===== src/rtl/rf_pulse_scheduler.sv =====
`default_nettype none
// ============================================================================
//  Module      : rf_pulse_scheduler
//  Description : Drives the single RF-switch line for two requesters: the
//                Mach-Zehnder sequence (pi/2 - T - pi - T - pi/2) and a Rabi
//                scan whose pulse length steps up after each run. Trigger
//                pins are asynchronous; they are synchronised, edge-detected,
//                and held in a one-deep pending flag per requester until
//                granted. MZ has priority when both are pending in IDLE.
//  Ports       : clk          system clock
//                rst_n        asynchronous active-low reset
//                mz_trig      MZ request level (async), rising edge = request
//                rabi_trig    Rabi request level (async), rising edge = request
//                rabi_reset   synchronous; restart the scan at RABI_START
//                rf           registered RF switch drive
//                busy         sequencer not idle
//                active_mz    MZ sequence in progress
//                active_rabi  Rabi run in progress
//                seq_done     one-cycle pulse after the hold-off ends
//                rabi_len     length the next Rabi run will use
//  Revision    : 1.0 - initial release
// ============================================================================
module rf_pulse_scheduler #(
    parameter int unsigned CW         = 32,
    parameter int unsigned DEAD       = 400,
    parameter int unsigned PI_2       = 333,
    parameter int unsigned PI         = 666,
    parameter int unsigned T_WAIT     = 66600,
    parameter int unsigned HOLDOFF    = 33300,
    parameter int unsigned RABI_START = 66,
    parameter int unsigned RABI_STEP  = 66,
    parameter int unsigned RABI_MAX   = 6600
) (
    input  logic          clk,
    input  logic          rst_n,
    input  logic          mz_trig,
    input  logic          rabi_trig,
    input  logic          rabi_reset,
    output logic          rf,
    output logic          busy,
    output logic          active_mz,
    output logic          active_rabi,
    output logic          seq_done,
    output logic [CW-1:0] rabi_len
);

    localparam logic [3:0] c_IDLE  = 4'd0;
    localparam logic [3:0] c_DEAD  = 4'd1;
    localparam logic [3:0] c_MZ_P1 = 4'd2;
    localparam logic [3:0] c_MZ_W1 = 4'd3;
    localparam logic [3:0] c_MZ_P2 = 4'd4;
    localparam logic [3:0] c_MZ_W2 = 4'd5;
    localparam logic [3:0] c_MZ_P3 = 4'd6;
    localparam logic [3:0] c_RB_P  = 4'd7;
    localparam logic [3:0] c_HOLD  = 4'd8;

    localparam logic [CW-1:0] c_DEAD_N    = CW'(DEAD);
    localparam logic [CW-1:0] c_PI_2_N    = CW'(PI_2);
    localparam logic [CW-1:0] c_PI_N      = CW'(PI);
    localparam logic [CW-1:0] c_T_WAIT_N  = CW'(T_WAIT);
    localparam logic [CW-1:0] c_HOLDOFF_N = CW'(HOLDOFF);
    localparam logic [CW-1:0] c_RB_START  = CW'(RABI_START);
    localparam logic [CW:0]   c_RB_STEP   = (CW+1)'(RABI_STEP);
    localparam logic [CW:0]   c_RB_MAX    = (CW+1)'(RABI_MAX);

    // ------------------------------------------------------------------
    // Trigger synchronisers and edge detection
    // ------------------------------------------------------------------
    logic [1:0] r_mz_sync;
    logic [1:0] r_rabi_sync;
    logic       r_mz_hist;
    logic       r_rabi_hist;
    logic [1:0] r_warm;
    logic       w_mz_edge;
    logic       w_rabi_edge;

    // The history flops keep their reset value of 1 until the synchroniser
    // stages hold real samples. Otherwise a level already high at reset
    // release would look like a rising edge once it reaches sync stage 2.
    always_ff @(posedge clk or negedge rst_n) begin
        if (!rst_n) begin
            r_mz_sync   <= 2'b00;
            r_rabi_sync <= 2'b00;
            r_mz_hist   <= 1'b1;
            r_rabi_hist <= 1'b1;
            r_warm      <= 2'b00;
        end else begin
            r_mz_sync   <= {r_mz_sync[0], mz_trig};
            r_rabi_sync <= {r_rabi_sync[0], rabi_trig};
            r_warm      <= {r_warm[0], 1'b1};
            if (r_warm[1]) begin
                r_mz_hist   <= r_mz_sync[1];
                r_rabi_hist <= r_rabi_sync[1];
            end
        end
    end

    assign w_mz_edge   = r_mz_sync[1] & ~r_mz_hist;
    assign w_rabi_edge = r_rabi_sync[1] & ~r_rabi_hist;

    // ------------------------------------------------------------------
    // Sequencer state
    // ------------------------------------------------------------------
    logic [3:0]    r_state;
    logic [3:0]    w_next;
    logic [CW-1:0] r_cnt;
    logic [CW-1:0] w_dur;
    logic          w_last;
    logic          r_mz_pend;
    logic          r_rabi_pend;
    logic          r_seq_mz;
    logic [CW-1:0] r_run_len;
    logic [CW-1:0] r_rabi_len;
    logic          r_rst_pend;
    logic          w_grant_mz;
    logic          w_grant_rabi;
    logic          w_rb_done;
    logic          w_defer_rst;
    logic [CW:0]   w_sum;
    logic [CW-1:0] w_next_len;
    logic          r_rf;
    logic          r_seq_done;

    always_comb begin
        w_dur = CW'(1);
        case (r_state)
            c_DEAD:  w_dur = c_DEAD_N;
            c_MZ_P1: w_dur = c_PI_2_N;
            c_MZ_W1: w_dur = c_T_WAIT_N;
            c_MZ_P2: w_dur = c_PI_N;
            c_MZ_W2: w_dur = c_T_WAIT_N;
            c_MZ_P3: w_dur = c_PI_2_N;
            c_RB_P:  w_dur = r_run_len;
            c_HOLD:  w_dur = c_HOLDOFF_N;
            default: w_dur = CW'(1);
        endcase
    end

    assign w_last = (r_cnt == (w_dur - CW'(1)));

    always_comb begin
        w_next       = r_state;
        w_grant_mz   = 1'b0;
        w_grant_rabi = 1'b0;
        case (r_state)
            c_IDLE: begin
                if (r_mz_pend) begin
                    w_grant_mz = 1'b1;
                    w_next     = c_DEAD;
                end else if (r_rabi_pend) begin
                    w_grant_rabi = 1'b1;
                    w_next       = c_DEAD;
                end
            end
            c_DEAD:  if (w_last) w_next = r_seq_mz ? c_MZ_P1 : c_RB_P;
            c_MZ_P1: if (w_last) w_next = c_MZ_W1;
            c_MZ_W1: if (w_last) w_next = c_MZ_P2;
            c_MZ_P2: if (w_last) w_next = c_MZ_W2;
            c_MZ_W2: if (w_last) w_next = c_MZ_P3;
            c_MZ_P3: if (w_last) w_next = c_HOLD;
            c_RB_P:  if (w_last) w_next = c_HOLD;
            c_HOLD:  if (w_last) w_next = c_IDLE;
            default: w_next = c_IDLE;
        endcase
    end

    // Rabi length bookkeeping. The sum is one bit wider so a large step
    // cannot wrap around and slip under RABI_MAX.
    assign w_rb_done   = (r_state == c_RB_P) && w_last;
    assign w_sum       = {1'b0, r_rabi_len} + c_RB_STEP;
    assign w_next_len  = (w_sum > c_RB_MAX) ? c_RB_START : w_sum[CW-1:0];
    // A scan restart requested once a Rabi run is committed (grant cycle,
    // dead time or pulse) is applied at completion instead of the step.
    assign w_defer_rst = w_grant_rabi ||
                         (!r_seq_mz && ((r_state == c_DEAD) || (r_state == c_RB_P)));

    always_ff @(posedge clk or negedge rst_n) begin
        if (!rst_n) begin
            r_state     <= c_IDLE;
            r_cnt       <= '0;
            r_mz_pend   <= 1'b0;
            r_rabi_pend <= 1'b0;
            r_seq_mz    <= 1'b0;
            r_run_len   <= c_RB_START;
            r_rabi_len  <= c_RB_START;
            r_rst_pend  <= 1'b0;
            r_rf        <= 1'b0;
            r_seq_done  <= 1'b0;
        end else begin
            r_state <= w_next;
            r_cnt   <= (w_next != r_state || r_state == c_IDLE) ? '0 : r_cnt + CW'(1);

            // A new edge outranks the grant clear so a request arriving on
            // the grant cycle is still remembered.
            r_mz_pend   <= (r_mz_pend & ~w_grant_mz) | w_mz_edge;
            r_rabi_pend <= (r_rabi_pend & ~w_grant_rabi) | w_rabi_edge;

            if (w_grant_mz || w_grant_rabi) begin
                r_seq_mz <= w_grant_mz;
            end
            if (w_grant_rabi) begin
                r_run_len <= r_rabi_len;
            end

            if (w_rb_done) begin
                r_rabi_len <= (r_rst_pend || rabi_reset) ? c_RB_START : w_next_len;
                r_rst_pend <= 1'b0;
            end else if (rabi_reset) begin
                if (w_defer_rst) begin
                    r_rst_pend <= 1'b1;
                end else begin
                    r_rabi_len <= c_RB_START;
                end
            end

            r_rf       <= (w_next == c_MZ_P1) || (w_next == c_MZ_P2) ||
                          (w_next == c_MZ_P3) || (w_next == c_RB_P);
            r_seq_done <= (r_state == c_HOLD) && (w_next == c_IDLE);
        end
    end

    assign rf          = r_rf;
    assign busy        = (r_state != c_IDLE);
    assign active_mz   = busy &  r_seq_mz;
    assign active_rabi = busy & ~r_seq_mz;
    assign seq_done    = r_seq_done;
    assign rabi_len    = r_rabi_len;

endmodule
`default_nettype wire


===== config.mk =====
export PLATFORM = sky130hd
export DESIGN_NAME = rf_pulse_scheduler
export DESIGN_NICKNAME = d
export VERILOG_FILES = /design/src/rtl/rf_pulse_scheduler.sv
export SDC_FILE = /design/constraint.sdc
export NUM_CORES = 1
export LEC_CHECK = 0
export CAP_MARGIN = 5
export CORE_AREA = 2 2 158 160
export CTS_CLUSTER_DIAMETER = 100
export DETAILED_ROUTE_END_ITERATION = 8
export DIE_AREA = 0 0 160 162
export PLACE_DENSITY_LB_ADDON = 0.1
export SYNTH_ARGS = -nofsm -noshare
export SYNTH_HDL_FRONTEND = slang
export SYNTH_SLANG_ARGS = --single-unit

===== constraint.sdc =====
create_clock -name clk -period 6.1 [get_ports clk]
set_clock_uncertainty 0.15 [all_clocks]
set_input_delay 1.22 -clock clk [delete_from_list [all_inputs] [get_ports clk]]
set_output_delay 1.22 -clock clk [all_outputs]
set_load 0.01 [all_outputs]

==> implementation parameters <==
Parameter                              Value

Status
  Run status ... complete, no violations

Global routing
  Largest net degree at the start of global routing ... 65
  First-pass GRT wire length ... 35.4 mm
  Most utilized layer in the global route result ... met1
  Fraction of met1 tracks used by global routing ... 25.9%
  Fraction of met2 tracks used by global routing ... 25.6%
  GRT Resource Usage Total ... 17.1%
  GRT met3 Usage ... 2.22%
  Antenna violations before repair ... 0
  Number of global-route vias before repair ... 6,204
  Residual overflow from global routing ... 0

Final layout
  Most common cell after layout, fill and taps aside ... sky130_fd_sc_hd__dfrtp_1
  Layout cells sized above 1 ... 11.3%
  Top library cells by usage in the layout, fill and taps aside ... sky130_fd_sc_hd__dfrtp_1 (106), sky130_fd_sc_hd__nor2_1 (86), sky130_fd_sc_hd__nand2_1 (73)
  Area delta synth->final ... 12.3%
  Number of antenna repair diodes ... 0
  Net count reported at finish ... 877

Clock tree
  Hold-fix buffers at CTS ... 0
  TritonCTS clock tree ... yes
  Total clock buffers created by CTS ... 9
  Setup Fix Bufs, Post-CTS ... 0
  Number of instances resized during post-cts repair ... 0
  Clock-pin slew reported for the worst setup and hold paths after clock tree synthesis ... 0.09 ns
  TritonCTS sink count ... 112
  CTS H-tree lvls ... 3
  Clock tree root buffer cell ... sky130_fd_sc_hd__clkbuf_16
  Clock Tree Buf Depth ... 2
  Skew-Pair Late Insertion Delay ... 0.36 ns

Die
  Standard cell core area ... 0.0241 mm²
  Effective utilization at floorplan ... 31.5%
  Total die area ... 0.0259 mm²
  Io pins ... 42
  Die boundary height ... 162 µm
  Die Span X ... 160 µm
  Rows ... 57

Synthesis
  Share of synthesized flip-flops with an asynchronous set or reset ... 100%
  Syn. warnings ... 0
  Fraction of the yosys area taken by sequential cells ... 37.0%
  Count of unique library cells instantiated by Yosys ... 83
  Avg Synthesized Cell Area ... 8.77 µm²
  Post-Synthesis Net Count ... 874
  Synthesized cell area ... 0.00759 mm²
  Number of enable-type register cells in the synthesized netlist ... 0
  Post-synthesis instance total ... 866
  Commonest register cell after synthesis ... sky130_fd_sc_hd__dfrtp_1
  Total of flip-flops plus latches after synthesis ... 112

Drt
  Router iterations before antenna repair ... 8
  DRC viols ... 0
  Average vias per placed instance ... 5.26
  Via Count ... 6,299
  DRT iter0 DRCs ... 418
  Routed length per instance ... 18.1 µm
  ANT nets after route ... 0
  Total Routed Length ... 21.7 mm

Worst setup path
  Worst Path Required ... 6.21 ns
  Setup slack, reg-to-reg ... 0.95 ns
  CP Class ... register to register
  Crit start category ... register
  Ordered list of cells on the worst path ... or4b_1, o211ai_1, ha_1, xor2_1, o21ai_0, a221oi_1, nand4_1, nor4b_2, nand3_1, nor4b_1, nand4_1, o21a_1, a22o_1
  Peak fanout along the critical path ... 31
  Most common cell on crit path ... sky130_fd_sc_hd__nand4_1
  Sum of buffers and inverters on the critical path ... 0
  Setup crit end kind ... register
  Peak per-stage delay on the critical path ... 0.64 ns
  Arrival time worst endpoint ... 5.26 ns
  Cell class contributing the biggest share of worst-path delay ... simple AND/OR/NAND/NOR gates
  Critical-path cell with the highest stage delay ... sky130_fd_sc_hd__o21a_1

Power and ir drop
  Total power consumption of the routed design ... 1.77 mW
  Power Density ... 208 mW/mm²
  Leakage Power ... 3.52 nW
  Max IR drop VDD ... 0.157 mV

STA
  Worst slew pin tran ... 0.940 ns
  # setup viols final ... 0
  Final Hold Violating Endpoints ... 0
  Maximum frequency from static timing analysis ... 194 MHz
  Final critical path time including I/O delays and setup ... 5.15 ns
  Final TNS setup ... 0 ns
  Normalized max-slew margin ... 37.3%
  Pins Over Slew Limit ... 0
  Share of the clock period used by the worst path ... 84.5%
  Setup repair after global routing missed its margin ... no

Placed design
  Input/output buffers ... 40
  Final weighted congestion of routability-driven global placement ... 0.828
  Post-detailed-placement half-perimeter wirelength ... 15.5 mm

Flow run
  # Max-Cap Violations ... 0

Hold path
  Hold Path Class ... register to register
[worst register-to-register path, stage by stage, from the launching register on]
cell and delay (ns):
sky130_fd_sc_hd__dfrtp_1 0.48, sky130_fd_sc_hd__or4b_1 0.59, sky130_fd_sc_hd__o211ai_1 0.17, sky130_fd_sc_hd__ha_1 0.30, sky130_fd_sc_hd__xor2_1 0.17, sky130_fd_sc_hd__o21ai_0 0.20
sky130_fd_sc_hd__a221oi_1 0.34, sky130_fd_sc_hd__nand4_1 0.16, sky130_fd_sc_hd__nor4b_2 0.36, sky130_fd_sc_hd__nand3_1 0.11, sky130_fd_sc_hd__nor4b_1 0.42, sky130_fd_sc_hd__nand4_1 0.58
sky130_fd_sc_hd__o21a_1 0.64, sky130_fd_sc_hd__a22o_1 0.38
[per-layer routing]
metal / wire (µm) / part of all wire, %
met5: 0 / 0
met4: 415 / 1.9
met3: 608 / 2.8
met2: 9250 / 43
met1: 11400 / 53
[where the power goes]
part / leakage [nW] / internal, mW / switching [mW] / total, mW
sequential: 1.50 / 0.781 / 0.0437 / 0.824
combinational: 1.87 / 0.129 / 0.188 / 0.316
clock: 0.151 / 0.304 / 0.330 / 0.633
[cell type report]
class / instances / area [µm²]
clock buffers: 10 / 239
flip-flops and latches: 112 / 2810
repair buffers: 54 / 503
fillers: 2585 / 15600
inverters: 15 / 56.3
multi-input cells: 677 / 4440
clock inverters: 6 / 70.1
well taps: 324 / 405
[Yosys cell counts (26+ instances only)]
master / number / area share, %
sky130_fd_sc_hd__and2_1: 26 / 2.1
sky130_fd_sc_hd__xor2_1: 45 / 5.2
sky130_fd_sc_hd__dfrtp_1: 106 / 35
sky130_fd_sc_hd__nand3_1: 42 / 2.8
sky130_fd_sc_hd__nand2_1: 73 / 3.6
sky130_fd_sc_hd__mux2_2: 36 / 5.3
sky130_fd_sc_hd__clkbuf_1: 37 / 1.8
sky130_fd_sc_hd__o21ai_0: 40 / 2.6
sky130_fd_sc_hd__xnor2_1: 28 / 3.2
sky130_fd_sc_hd__nor3_1: 32 / 2.1
sky130_fd_sc_hd__nor2_1: 86 / 4.3
[path summary, 6_finish.rpt]
path	start	endpoint	cells after the start
max in group asynchronous	rst_n	r_run_len[10]	2
worst max-delay path	r_state[0]	rabi_len[2]	13
worst max register to register	r_state[0]	rabi_len[2]	13
min in group asynchronous	rst_n	seq_done	1
worst min-delay path	r_warm[0]	r_warm[1]	0
worst min register to register	r_warm[0]	r_warm[1]	0
[through the flow]
| stage | util, % | hold slack [ns] | std cells | instance area [µm²] | setup WS, ns |
|---|---|---|---|---|---|
| floorplan | - | 0.181 | 866 | 7590 | 2.10 |
| global placement | 34.1 | 0.181 | 1182 | 8220 | 0.990 |
| detailed placement | 34.1 | 0.185 | 1182 | 8220 | 0.894 |
| CTS | 35.4 | 0.206 | 1198 | 8520 | 0.844 |
| global route | 35.4 | 0.222 | 1198 | 8520 | 0.531 |
| finish | 35.4 | 0.203 | 1198 | 8520 | 0.945 |
[registers in the layout (all words and copies together), names as in the netlist]
name	cells
r_cnt	32
r_mz_hist	1
r_mz_pend	1
r_mz_sync	2
r_rabi_hist	1
r_rabi_pend	1
r_rabi_sync	2
r_rst_pend	1
r_run_len	31
r_seq_mz	1
r_state	4
r_warm	2
rabi_len	31
rf	1
seq_done	1
[cell families after synthesis]
logic type      count (synthesis)  synth area share (%)
compound gates                160                  14.6
xor+xnor                       73                  8.42
fa+ha+maj                       3                 0.494
buf+inv                        77                  4.51
flops                         112                  37.0
mux                            44                  6.39
other cells                     2                0.0989
simple gates                  395                  28.5
Note: power is estimated with default switching activity, not from simulation.
